==> src/rtl/div_pkg.sv <==
// Shared definitions for the non-restoring divider: FSM encoding, default width
// and the iteration-counter width helper.
package div_pkg;

    localparam int DEF_WIDTH = 32;

    typedef enum logic [1:0] {
        IDLE = 2'd0,
        RUN  = 2'd1,
        FIX  = 2'd2,
        DONE = 2'd3
    } state_t;

    // Counter only has to reach WIDTH-1 before RUN hands over to FIX.
    function automatic int cnt_width(input int w);
        return (w > 2) ? $clog2(w) : 1;
    endfunction

    localparam int DEF_CNT_W = cnt_width(DEF_WIDTH);

endpackage

==> src/rtl/div_addsub.sv <==
// Shared (W)-bit adder/subtractor: sub inverts operand b and supplies the carry-in.
module div_addsub #(
    parameter int W = 33
) (
    input  logic [W-1:0] a,
    input  logic [W-1:0] b,
    input  logic         sub,
    output logic [W-1:0] sum
);

    assign sum = a + (b ^ {W{sub}}) + {{(W-1){1'b0}}, sub};

endmodule

==> src/rtl/div_nrd_ctrl.sv <==
// Sequential unsigned non-restoring divider: one quotient bit per RUN cycle,
// a single FIX cycle for remainder correction, and a one-cycle done pulse.
module div_nrd_ctrl
    import div_pkg::*;
#(
    parameter int WIDTH = DEF_WIDTH
) (
    input  logic             clk,
    input  logic             rst,
    input  logic             start,
    input  logic [WIDTH-1:0] dividend,
    input  logic [WIDTH-1:0] divisor,
    output logic             busy,
    output logic             done,
    output logic [WIDTH-1:0] quotient,
    output logic [WIDTH-1:0] remainder,
    output logic             div_by_zero
);

    localparam int CNT_W = cnt_width(WIDTH);

    state_t           state;
    logic [WIDTH:0]   r;
    logic [WIDTH:0]   d;
    logic [WIDTH-1:0] q;
    logic [CNT_W-1:0] cnt;

    logic [WIDTH:0]   op_a;
    logic [WIDTH:0]   sum;
    logic             sub;

    // RUN feeds the shifted remainder; FIX adds D back onto the unshifted one.
    // NOTE: every always_comb output gets a default first so no latch is inferred.
    always_comb begin
        op_a = r;
        sub  = 1'b0;
        if (state == RUN) begin
            op_a = {r[WIDTH-1:0], q[WIDTH-1]};
            sub  = ~r[WIDTH];
        end
    end

    div_addsub #(.W(WIDTH + 1)) u_addsub (
        .a   (op_a),
        .b   (d),
        .sub (sub),
        .sum (sum)
    );

    // NOTE: all state here is updated with non-blocking assignments so every
    // register sees the pre-edge values of the others.
    always_ff @(posedge clk or posedge rst) begin
        if (rst) begin
            state       <= IDLE;
            busy        <= 1'b0;
            done        <= 1'b0;
            div_by_zero <= 1'b0;
            quotient    <= '0;
            remainder   <= '0;
            r           <= '0;
            q           <= '0;
            d           <= '0;
            cnt         <= '0;
        end else begin
            done <= 1'b0;
            case (state)
                IDLE: begin
                    if (start) begin
                        busy <= 1'b1;
                        if (divisor == '0) begin
                            quotient    <= '1;
                            remainder   <= dividend;
                            div_by_zero <= 1'b1;
                            done        <= 1'b1;
                            state       <= DONE;
                        end else begin
                            r           <= '0;
                            q           <= dividend;
                            d           <= {1'b0, divisor};
                            cnt         <= '0;
                            div_by_zero <= 1'b0;
                            state       <= RUN;
                        end
                    end
                end
                RUN: begin
                    r   <= sum;
                    q   <= {q[WIDTH-2:0], ~sum[WIDTH]};
                    cnt <= cnt + CNT_W'(1);
                    if (cnt == CNT_W'(WIDTH - 1)) begin
                        state <= FIX;
                    end
                end
                FIX: begin
                    quotient  <= q;
                    remainder <= r[WIDTH] ? sum[WIDTH-1:0] : r[WIDTH-1:0];
                    r         <= r[WIDTH] ? sum : r;
                    done      <= 1'b1;
                    state     <= DONE;
                end
                DONE: begin
                    busy  <= 1'b0;
                    state <= IDLE;
                end
                default: state <= IDLE;
            endcase
        end
    end

endmodule

==> config.mk <==
export PLATFORM = sky130hd
export DESIGN_NAME = div_nrd_ctrl
export DESIGN_NICKNAME = d
export VERILOG_FILES = /design/src/rtl/div_pkg.sv /design/src/rtl/div_addsub.sv /design/src/rtl/div_nrd_ctrl.sv
export SDC_FILE = /design/constraint.sdc
export NUM_CORES = 1
export LEC_CHECK = 0
export CAP_MARGIN = 20
export CORE_MARGIN = 2
export CORE_UTILIZATION = 45
export CTS_CLUSTER_SIZE = 8
export DETAILED_ROUTE_END_ITERATION = 7
export GPL_TIMING_DRIVEN = 0
export PLACE_DENSITY = 0.67
export SLEW_MARGIN = 0
export SYNTH_ARGS = -nofsm -noshare
export SYNTH_HDL_FRONTEND = slang
export SYNTH_SLANG_ARGS = --single-unit
==> constraint.sdc <==
create_clock -name clk -period 7.65 [get_ports clk]
set_clock_uncertainty 0.1 [all_clocks]
set_input_delay 1.53 -clock clk [delete_from_list [all_inputs] [get_ports clk]]
set_output_delay 1.53 -clock clk [all_outputs]
set_load 0.1 [all_outputs]
# Yosys cells after proc, flatten, opt, wreduce, memory -nomap -nowiden
# Index checks and enable logic that the tools add are counted.
# totals
inputBits,67
latch_bits,0
memories,0
wordCells,69
regBits,171
rom_bits,0
ramBits,0
out_inout_bits,67
# op_classes
shifts,0
n_lt_le_gt_ge,0
mul,0
add_sub_neg,3
reduce_logical,14
bitwise_logic,4
div_mod_pow,0
eq_ne,9
muxes,28
# ops
op,count
$mux 32,7
$pmux 32 s2,3
$mux 33,4
$pmux 33 s3,1
$add 33x1->33,1
$add 33x33->33,1
$xor 32x33->33,1
$logic_not 32->1,1
$reduce_and 3->1,4
$mux 5,2
$pmux 5 s2,1
$ne 2x2->1 const B,4
$pmux 2 s4,1
$mux 2,3
$reduce_and 2->1,3
$reduce_bool 2->1,3
$add 5x1->5 const B,1
$eq 5x5->1 const B,1
$eq 2x2->1 const B,2
$mux 1,4
$pmux 1 s2,2
$reduce_and 4->1,1
$not 1->1,3
$reduce_bool 3->1,1
3 further kinds,3

# Longest topological paths before layout
# Gate-level depths: netlist of the first run.
# depth
ltp_word,7
mapped_depth,19
mapped_depth_nobuf,14

# Cells and area by module
# From an unflattened synthesis of the first run, not the netlist that was laid out.
# unflattened
hier_cells,950
hier_area_um2,10318.6
# by_module_without_submodules
mod,cells_per_inst,instances,area_each_um2,seq_area_each_um2
div_nrd_ctrl,658,1,8296.7,4279.1
div_addsub,292,1,2021.9,0.0

# Least setup slack after synthesis of the first run
# OpenSTA, ideal clock, no wires.
# synth_path
kind,register to register
from,register state[1]
to,register remainder[19]
path_stages_with_launch,19
arrival_time_ns,3.779
setup_ns,0.077
path_slack_ns,3.694
period_less_slack_ns,3.956
path_cell_list,dfrtp_1 inv_1 ha_1 buf_4 clkbuf_1 buf_1 clkbuf_1 nand2_1 o21ai_0 ha_1 a21oi_1 nand2_1 a2111oi_4 o21ai_4 a41oi_4 o21bai_2 xnor2_1 mux2_2 o21ai_1
# synth_via
elab_chain_cells,7
elab_cells_between_ends,14
classes_between,add/sub: 2; eq/ne: 4; mux: 4; bitwise: 1; reduce/logical: 3
# synth_lines
element,line,text
from (decl),div_nrd_ctrl.sv:22,state_t state;
from (signal assigned),div_nrd_ctrl.sv:54,state <= IDLE;
from (signal assigned),div_nrd_ctrl.sv:75,state <= DONE;
from (signal assigned),div_nrd_ctrl.sv:82,state <= RUN;
$eq 2x1->1,div_nrd_ctrl.sv:37,if (state == RUN) begin
$mux 1,div_nrd_ctrl.sv:37,
$xor 32x33->33,div_addsub.sv:11,"assign sum = a + (b ^ {W{sub}}) + {{(W-1){1'b0}}, sub};"
$add 33x33->33,div_addsub.sv:11,
$add 33x1->33,div_addsub.sv:11,
$mux 32,div_nrd_ctrl.sv:96,remainder <= r[WIDTH] ? sum[WIDTH-1:0] : r[WIDTH-1:0];
$pmux 32 s2,div_nrd_ctrl.sv:66,case (state)
to (signal assigned),div_nrd_ctrl.sv:72,remainder <= dividend;
to (signal assigned),div_nrd_ctrl.sv:96,
to (decl),div_nrd_ctrl.sv:16,"output logic [WIDTH-1:0] remainder,"
# Several ways; a longest one is shown, not always the timed one.
# A chain may end at the register's enable or synchronous reset.

# Worst setup path in the final report of the first run
# layout_path
from,register state[1]
to,register r[30]
# layout_via
elab_chain_cells,7
elab_cells_between_ends,15
classes_between,add/sub: 2; eq/ne: 5; mux: 4; bitwise: 1; reduce/logical: 3
# layout_lines
element,line,text
$eq 2x1->1,"div_nrd_ctrl.sv:37, div_nrd_ctrl.sv:66",
$mux 1,div_nrd_ctrl.sv:37,
$xor 32x33->33,div_addsub.sv:11,
$add 33x33->33,div_addsub.sv:11,
$add 33x1->33,div_addsub.sv:11,
$mux 33,div_nrd_ctrl.sv:97,r <= r[WIDTH] ? sum : r;
$pmux 33 s3,div_nrd_ctrl.sv:66,
to (signal assigned),div_nrd_ctrl.sv:87,r <= sum;
to (signal assigned),div_nrd_ctrl.sv:97,
to (decl),div_nrd_ctrl.sv:23,logic [WIDTH:0] r;
# Several ways; a longest one is shown, not always the timed one. The select of a mux whose other input is x is not followed.

==> metrics.md, run 1 <==
| Metric | Value |
|---|---|
| Outcome | completed |
| Initial Util | 46.1% |
| Global routing's busiest layer | met2 |
| Worst slack at placement | 2.51 ns |
| Routed Antenna Nets | 0 |
| Number of port buffers | 133 |
| Antenna violations before repair | 0 |
| Number of global-route vias before repair | 8146 |
| First-pass GRT wire length | 44800 um |
| CTS clk-pin slew, worst paths | 0.08 ns |
| Final nets | 1307 |
| Fmax | 191 MHz |
| # Max-Cap Violations | 0 |
| Crit path kind | reg2reg |
| R2R cell count | 18 |
| Reg2Reg Launch Point | state[1]$_DFFE_PP0P_ |
| Share of cells above drive strength 1 | 11.2% |
| Design area | 12400 um^2 |
| Placement-stage cell area | 11800 um^2 |
| Yosys warnings | 0 |
| Post-Syn Instances | 1049 |
| CTS Buf Count | 17 |
| Register area | 4280 um^2 |
| Clk_lat worst skew | 0.44 ns |
| Final non-filler cell total | 1495 |
| CP Data Arrival Time | 5.47 ns |
| Number of synthesized flops with an enable pin | 0 |
| Synthesized area per cell | 9.65 um^2 |
| Grt met2 use | 38.9% |
| Multi-input logic area | 5340 um^2 |
| Core Footprint | 22000 um^2 |
| Ys async rst share | 100% |
| Top_reg_cell synth | dfrtp_1 |
| Total Routing Usage GR | 24.0% |
| Die span in x | 154 um |
| Clk sinks | 171 |
| Syn nets | 1154 |
| Clk root buf | clkbuf_16 |
| Area growth syn-to-layout | 23.0% |
| Post-route setup slack | 2.42 ns |
| Final period util | 68.4% |
| Max-Slew Margin vs Limit | 32.3% |
| CP required | 7.89 ns |
| Worst Setup SP | state[1]$_DFFE_PP0P_ |
| R2R setup slack | 2.42 ns |
| ANT cells | 0 |
| Post-layout util | 56.7% |
| Critical path endpoint category | flip-flop |
| Slew @ Worst Pin | 1.01 ns |
| Ports | 134 |
| Worst-path fanout max | 10 |
| Die H | 154 um |
| Hold Crit Class | reg2reg |
| Routed len/inst | 18.9 um |
| Post-Syn Area | 10100 um^2 |
| Post-Place Cells | 1463 |
| FILL cells | 1936 |
| Routability-driven placement congestion ratio | 0.895 |
| Residual DRC | 0 |
| Max-slew violation count | 0 |
| Seq/Total Area, Yosys | 42.3% |
| Final wirelength | 28200 um |
| Met1 Use GR | 33.4% |
| CTS tree | yes |
| Die area | 23700 um^2 |
| Post-route minimum period | 5.23 ns |
| Synth unique cells | 76 |
| Rows | 54 |
| # setup viols final | 0 |
| RSZ-0062 raised after global routing | no |
| GR Util met3 | 4.51% |
| Reg2reg end | r[30]$_DFFE_PP0P_ |
| DR iter-0 viols | 459 |
| Pin count of the biggest net entering global routing | 107 |
| PostCTS Resize Cnt | 0 |
| CTS Hold Buffers Added | 0 |
| # H-tree levels | 4 |
| Total number of vias | 8333 |
| Post-CTS setup buffers | 0 |
| First-pass DRT Iterations | 5 |
| Clk buf depth | 2 |
| Hold Vio Cnt, Final | 0 |
| Vias/cell | 5.57 |
| Hpwl dp | 21800 um |
| Setup crit start kind | flip-flop |
| Flops & latches, synth | 171 |
| Gr ovfl total | 0 |
| Crit path to | r[30]$_DFFE_PP0P_ |
-- cell usage in the layout, fill, tap and decap left out, types with 37 or more instances in the layout --
cell type,instances
a21oi_1,88
clkbuf_1,40
clkdlybuf4s50_1,133
dfrtp_1,171
ha_1,37
inv_1,54
mux2_2,55
mux2i_1,56
nand2_1,82
nor2_1,91
o21ai_0,64
xnor2_1,48
-- stage by stage --
stage	hold slack [ns]	setup TNS, ns
floorplan	0.345	0
global placement	0.359	-162.80
detailed placement	0.369	0
CTS	0.386	0
global route	0.408	0
finish	0.389	0
-- metal layers --
metal / vias to the layer above / wire (um)
met3: 29 / 1510
met5: - / 0
met2: 256 / 13000
met1: 4008 / 13300
li1: 4040 / -
met4: 0 / 430
-- how the worst min path moves through the flow --
stage / startpoint / to / slack (ns) / depth (start not counted)
floorplan: cnt[4]$_DFFE_PP0P_ / cnt[4]$_DFFE_PP0P_ / 0.35 / 2
global placement: cnt[4]$_DFFE_PP0P_ / cnt[4]$_DFFE_PP0P_ / 0.36 / 2
detailed placement: cnt[4]$_DFFE_PP0P_ / cnt[4]$_DFFE_PP0P_ / 0.37 / 2
CTS: cnt[4]$_DFFE_PP0P_ / cnt[4]$_DFFE_PP0P_ / 0.39 / 2
global route: cnt[4]$_DFFE_PP0P_ / cnt[4]$_DFFE_PP0P_ / 0.41 / 2
finish: remainder[8]$_DFFE_PP0P_ / remainder[8]$_DFFE_PP0P_ / 0.39 / 2
-- sequential cells by signal, indices dropped and copies added, names as in the netlist, 2 cells and up --
register	count
cnt	5
d	32
q	32
quotient	32
r	33
remainder	32
state	2
-- worst max-delay path, stage by stage, from the launching register on --
cell and delay [ns]:
dfrtp_1 0.43, inv_1 0.10, ha_1 0.14, buf_4 0.18, clkbuf_1 0.41, buf_1 0.56
clkbuf_1 0.54, nand2_1 0.10, o21ai_0 0.15, ha_1 0.36, a21oi_1 0.23, o21ai_1 0.12
o21ai_0 0.38, a211oi_1 0.19, nor3_1 0.35, nor3_1 0.08, or2_2 0.29, xnor2_1 0.17
o31ai_1 0.27
-- cells by family after synthesis --
logic type      after synthesis  synth area share (%)
simple gates                253                  11.4
compound gates              292                  19.1
buf+inv                     119                  4.96
fa+ha+maj                    38                  4.77
flops                       171                  42.3
mux                         113                  12.1
xor+xnor                     63                  5.45
-- area by class of cell --
class | count | area share [%]
inverter | 55 | 1.72
tap | 280 | 2.82
buffer | 64 | 2.37
multi-input combinational | 759 | 42.9
clock inverter | 14 | 1.35
sequential | 171 | 34.4
clock buffer | 18 | 3.53
timing repair buffer | 134 | 10.9
-- Yosys cell counts (all sizes together) (11+ instances only) --
master	n	area, um^2
o31ai	11	96.3
nand3	12	60.1
buf	22	124
xor2	15	131
inv	55	206
a21oi	90	465
xnor2	48	420
a21o	22	166
a22o	21	184
nor4	11	75.1
nand2	82	308
o21ai	70	369
dfrtp	171	4280
ha	37	463
mux2	55	619
a31oi	34	228
clkbuf	40	150
nor2	92	348
mux2i	58	606
Power of run 1 is not shown: default switching activity piles up to over one toggle a cycle in this logic, so the estimate is an artifact.
==> run 2: changes to the inputs <==
--- a/config.mk
+++ b/config.mk
@@ -11,7 +11,7 @@
 export CTS_CLUSTER_SIZE = 8
 export DETAILED_ROUTE_END_ITERATION = 7
 export GPL_TIMING_DRIVEN = 0
-export PLACE_DENSITY = 0.67
+export PLACE_DENSITY = 0.7
 export SLEW_MARGIN = 0
 export SYNTH_ARGS = -nofsm -noshare
 export SYNTH_HDL_FRONTEND = slang
==> constraint.sdc (replaced) <==
create_clock -name clk -period 4.7 [get_ports clk]
set_clock_uncertainty 0.1 [all_clocks]
set_input_delay 0.94 -clock clk [delete_from_list [all_inputs] [get_ports clk]]
set_output_delay 0.94 -clock clk [all_outputs]
set_load 0.1 [all_outputs]
==> metrics.md, run 2 (synthesis results as in run 1) <==
| Metric | Value |
|---|---|
| Outcome | completed |
| Vias/cell | 5.70 |
| CP required | 4.91 ns |
| GR Util met3 | 4.20% |
| Final wirelength | 28200 um |
| CTS Buf Count | 17 |
| # Max-Cap Violations | 0 |
| Beginning of the worst hold path | remainder[6]$_DFFE_PP0P_ |
| Gr ovfl total | 0 |
| Reg with most FFs | r |
| Die area | 23700 um^2 |
| Hold Vio Cnt, Final | 0 |
| Routed len/inst | 18.8 um |
| Antenna violations before repair | 1 |
| Hold Crit Class | reg2reg |
| Routed Antenna Nets | 0 |
| Setup crit start kind | flip-flop |
| Residual DRC | 0 |
| Final nets | 1310 |
| RSZ-0062 raised after global routing | no |
| Pin count of the biggest net entering global routing | 44 |
| # setup viols final | 0 |
| Max reg flops | 33 |
| First-pass DRT Iterations | 5 |
| # H-tree levels | 4 |
| Core Footprint | 22000 um^2 |
| Worst slack at placement | -0.375 ns |
| Post-route minimum period | 4.48 ns |
| Max-Slew Margin vs Limit | 32.3% |
| Fmax | 223 MHz |
| Share of cells above drive strength 1 | 12.2% |
| Hpwl dp | 21900 um |
| Clk buf depth | 2 |
| Met1 Use GR | 33.2% |
| Crit path kind | reg2reg |
| Post-route setup slack | 0.223 ns |
| Clk_lat worst skew | 0.44 ns |
| Number of port buffers | 133 |
| Commonest non-fill, non-tap cell in the layout | dfrtp_1 |
| Routability-driven placement congestion ratio | 0.935 |
| CTS clk-pin slew, worst paths | 0.08 ns |
| Clk root buf | clkbuf_16 |
| DR iter-0 viols | 602 |
| Clk sinks | 171 |
| CTS tree | yes |
| Reg2Reg Launch Point | state[1]$_DFFE_PP0P_ |
| Worst-path fanout max | 10 |
| Most frequent cells in the layout | 171 x dfrtp_1, 133 x clkdlybuf4s50_1, 91 x nor2_1 |
| Global routing's busiest layer | met2 |
| Critical path endpoint category | flip-flop |
| Total number of vias | 8537 |
| Slew @ Worst Pin | 1.01 ns |
| Post-CTS setup buffers | 0 |
| Die span in x | 154 um |
| Ports | 134 |
| Grt met2 use | 39.1% |
| Number of global-route vias before repair | 8240 |
| ANT cells | 0 |
| Setup TNS | 0 ns |
| Die H | 154 um |
| Area growth syn-to-layout | 23.6% |
| CP Data Arrival Time | 4.68 ns |
| Initial Util | 46.1% |
| Max-slew violation count | 0 |
| Worst Setup SP | state[1]$_DFFE_PP0P_ |
| Total Routing Usage GR | 24.0% |
| First-pass GRT wire length | 45100 um |
| Rows | 54 |
| Final period util | 95.3% |
-- run 2: cell types whose count changed in the layout (fill, tap and decap cells not counted), moves of 2 or more --
cell	delta
buf_1	-4
buf_12	+4
buf_2	+2
clkbuf_1	-3
clkbuf_2	+4
clkinv_4	+2
inv_6	-2
-- run 2: path summary, 6_finish.rpt --
path / endpoint / slack, ns / cells after the start
max: remainder[19]$_DFFE_PP0P_ / 0.22 / 18
min: remainder[6]$_DFFE_PP0P_ / 0.39 / 2
max reg2reg: remainder[19]$_DFFE_PP0P_ / 0.22 / 18
min reg2reg: remainder[6]$_DFFE_PP0P_ / 0.39 / 2
max in group asynchronous: d[31]$_DFFE_PP0P_ / 2.90 / 4
min in group asynchronous: quotient[5]$_DFFE_PP0P_ / 0.77 / 2
-- run 2: area by class of cell --
| class | count | area, um^2 |
|---|---|---|
| fillers | 1910 | 9450 |
| inverters | 55 | 210 |
| repair buffers | 137 | 1410 |
| clock inverters | 15 | 173 |
| flip-flops and latches | 171 | 4280 |
| plain buffers | 64 | 307 |
| multi-input cells | 759 | 5350 |
| clock buffers | 17 | 425 |
| well taps | 280 | 350 |
-- run 2: metrics by stage --
step	hold WS, ns	instances	utilization, %	instance area, um^2
after global routing	0.410	1498	56.9	12500
final	0.388	1498	56.9	12500
after CTS	0.385	1498	56.9	12500
after global placement	0.361	1462	53.8	11800
after detailed placement	0.368	1466	54.1	11900
after floorplan	0.345	1049	-	10100
-- run 2: critical path, cell delays in order (launching register included) --
cell and delay, ns:
dfrtp_1 0.42, inv_1 0.09, ha_1 0.14, buf_4 0.17, clkbuf_2 0.25, buf_2 0.32
clkbuf_4 0.30, nand2_1 0.07, o21ai_0 0.13, ha_1 0.36, a21oi_1 0.24, nand2_1 0.18
a2111oi_4 0.43, o21ai_4 0.13, a41oi_4 0.33, o21bai_2 0.12, xnor2_1 0.26, mux2_2 0.24
o21ai_1 0.06
-- run 2: layer usage --
layer  wire length [um]  vias to the layer above  part of all wire, %
li1                   -                     4044                    -
met1              13000                     4130                   46
met2              13000                      324                   46
met3               1720                       37                  6.1
met4                396                        2                  1.4
met5                 12                        -                0.043
-- run 2: timing repair --
| action | in CTS | in global routing |
|---|---|---|
| endpoints found under the hold margin | 0 | 0 |
| gates resized for setup | 3 | 11 |
| endpoints found under the setup margin | 30 | 29 |
| hold buffers | 0 | 0 |
Power of run 2 is left out for the same reason.
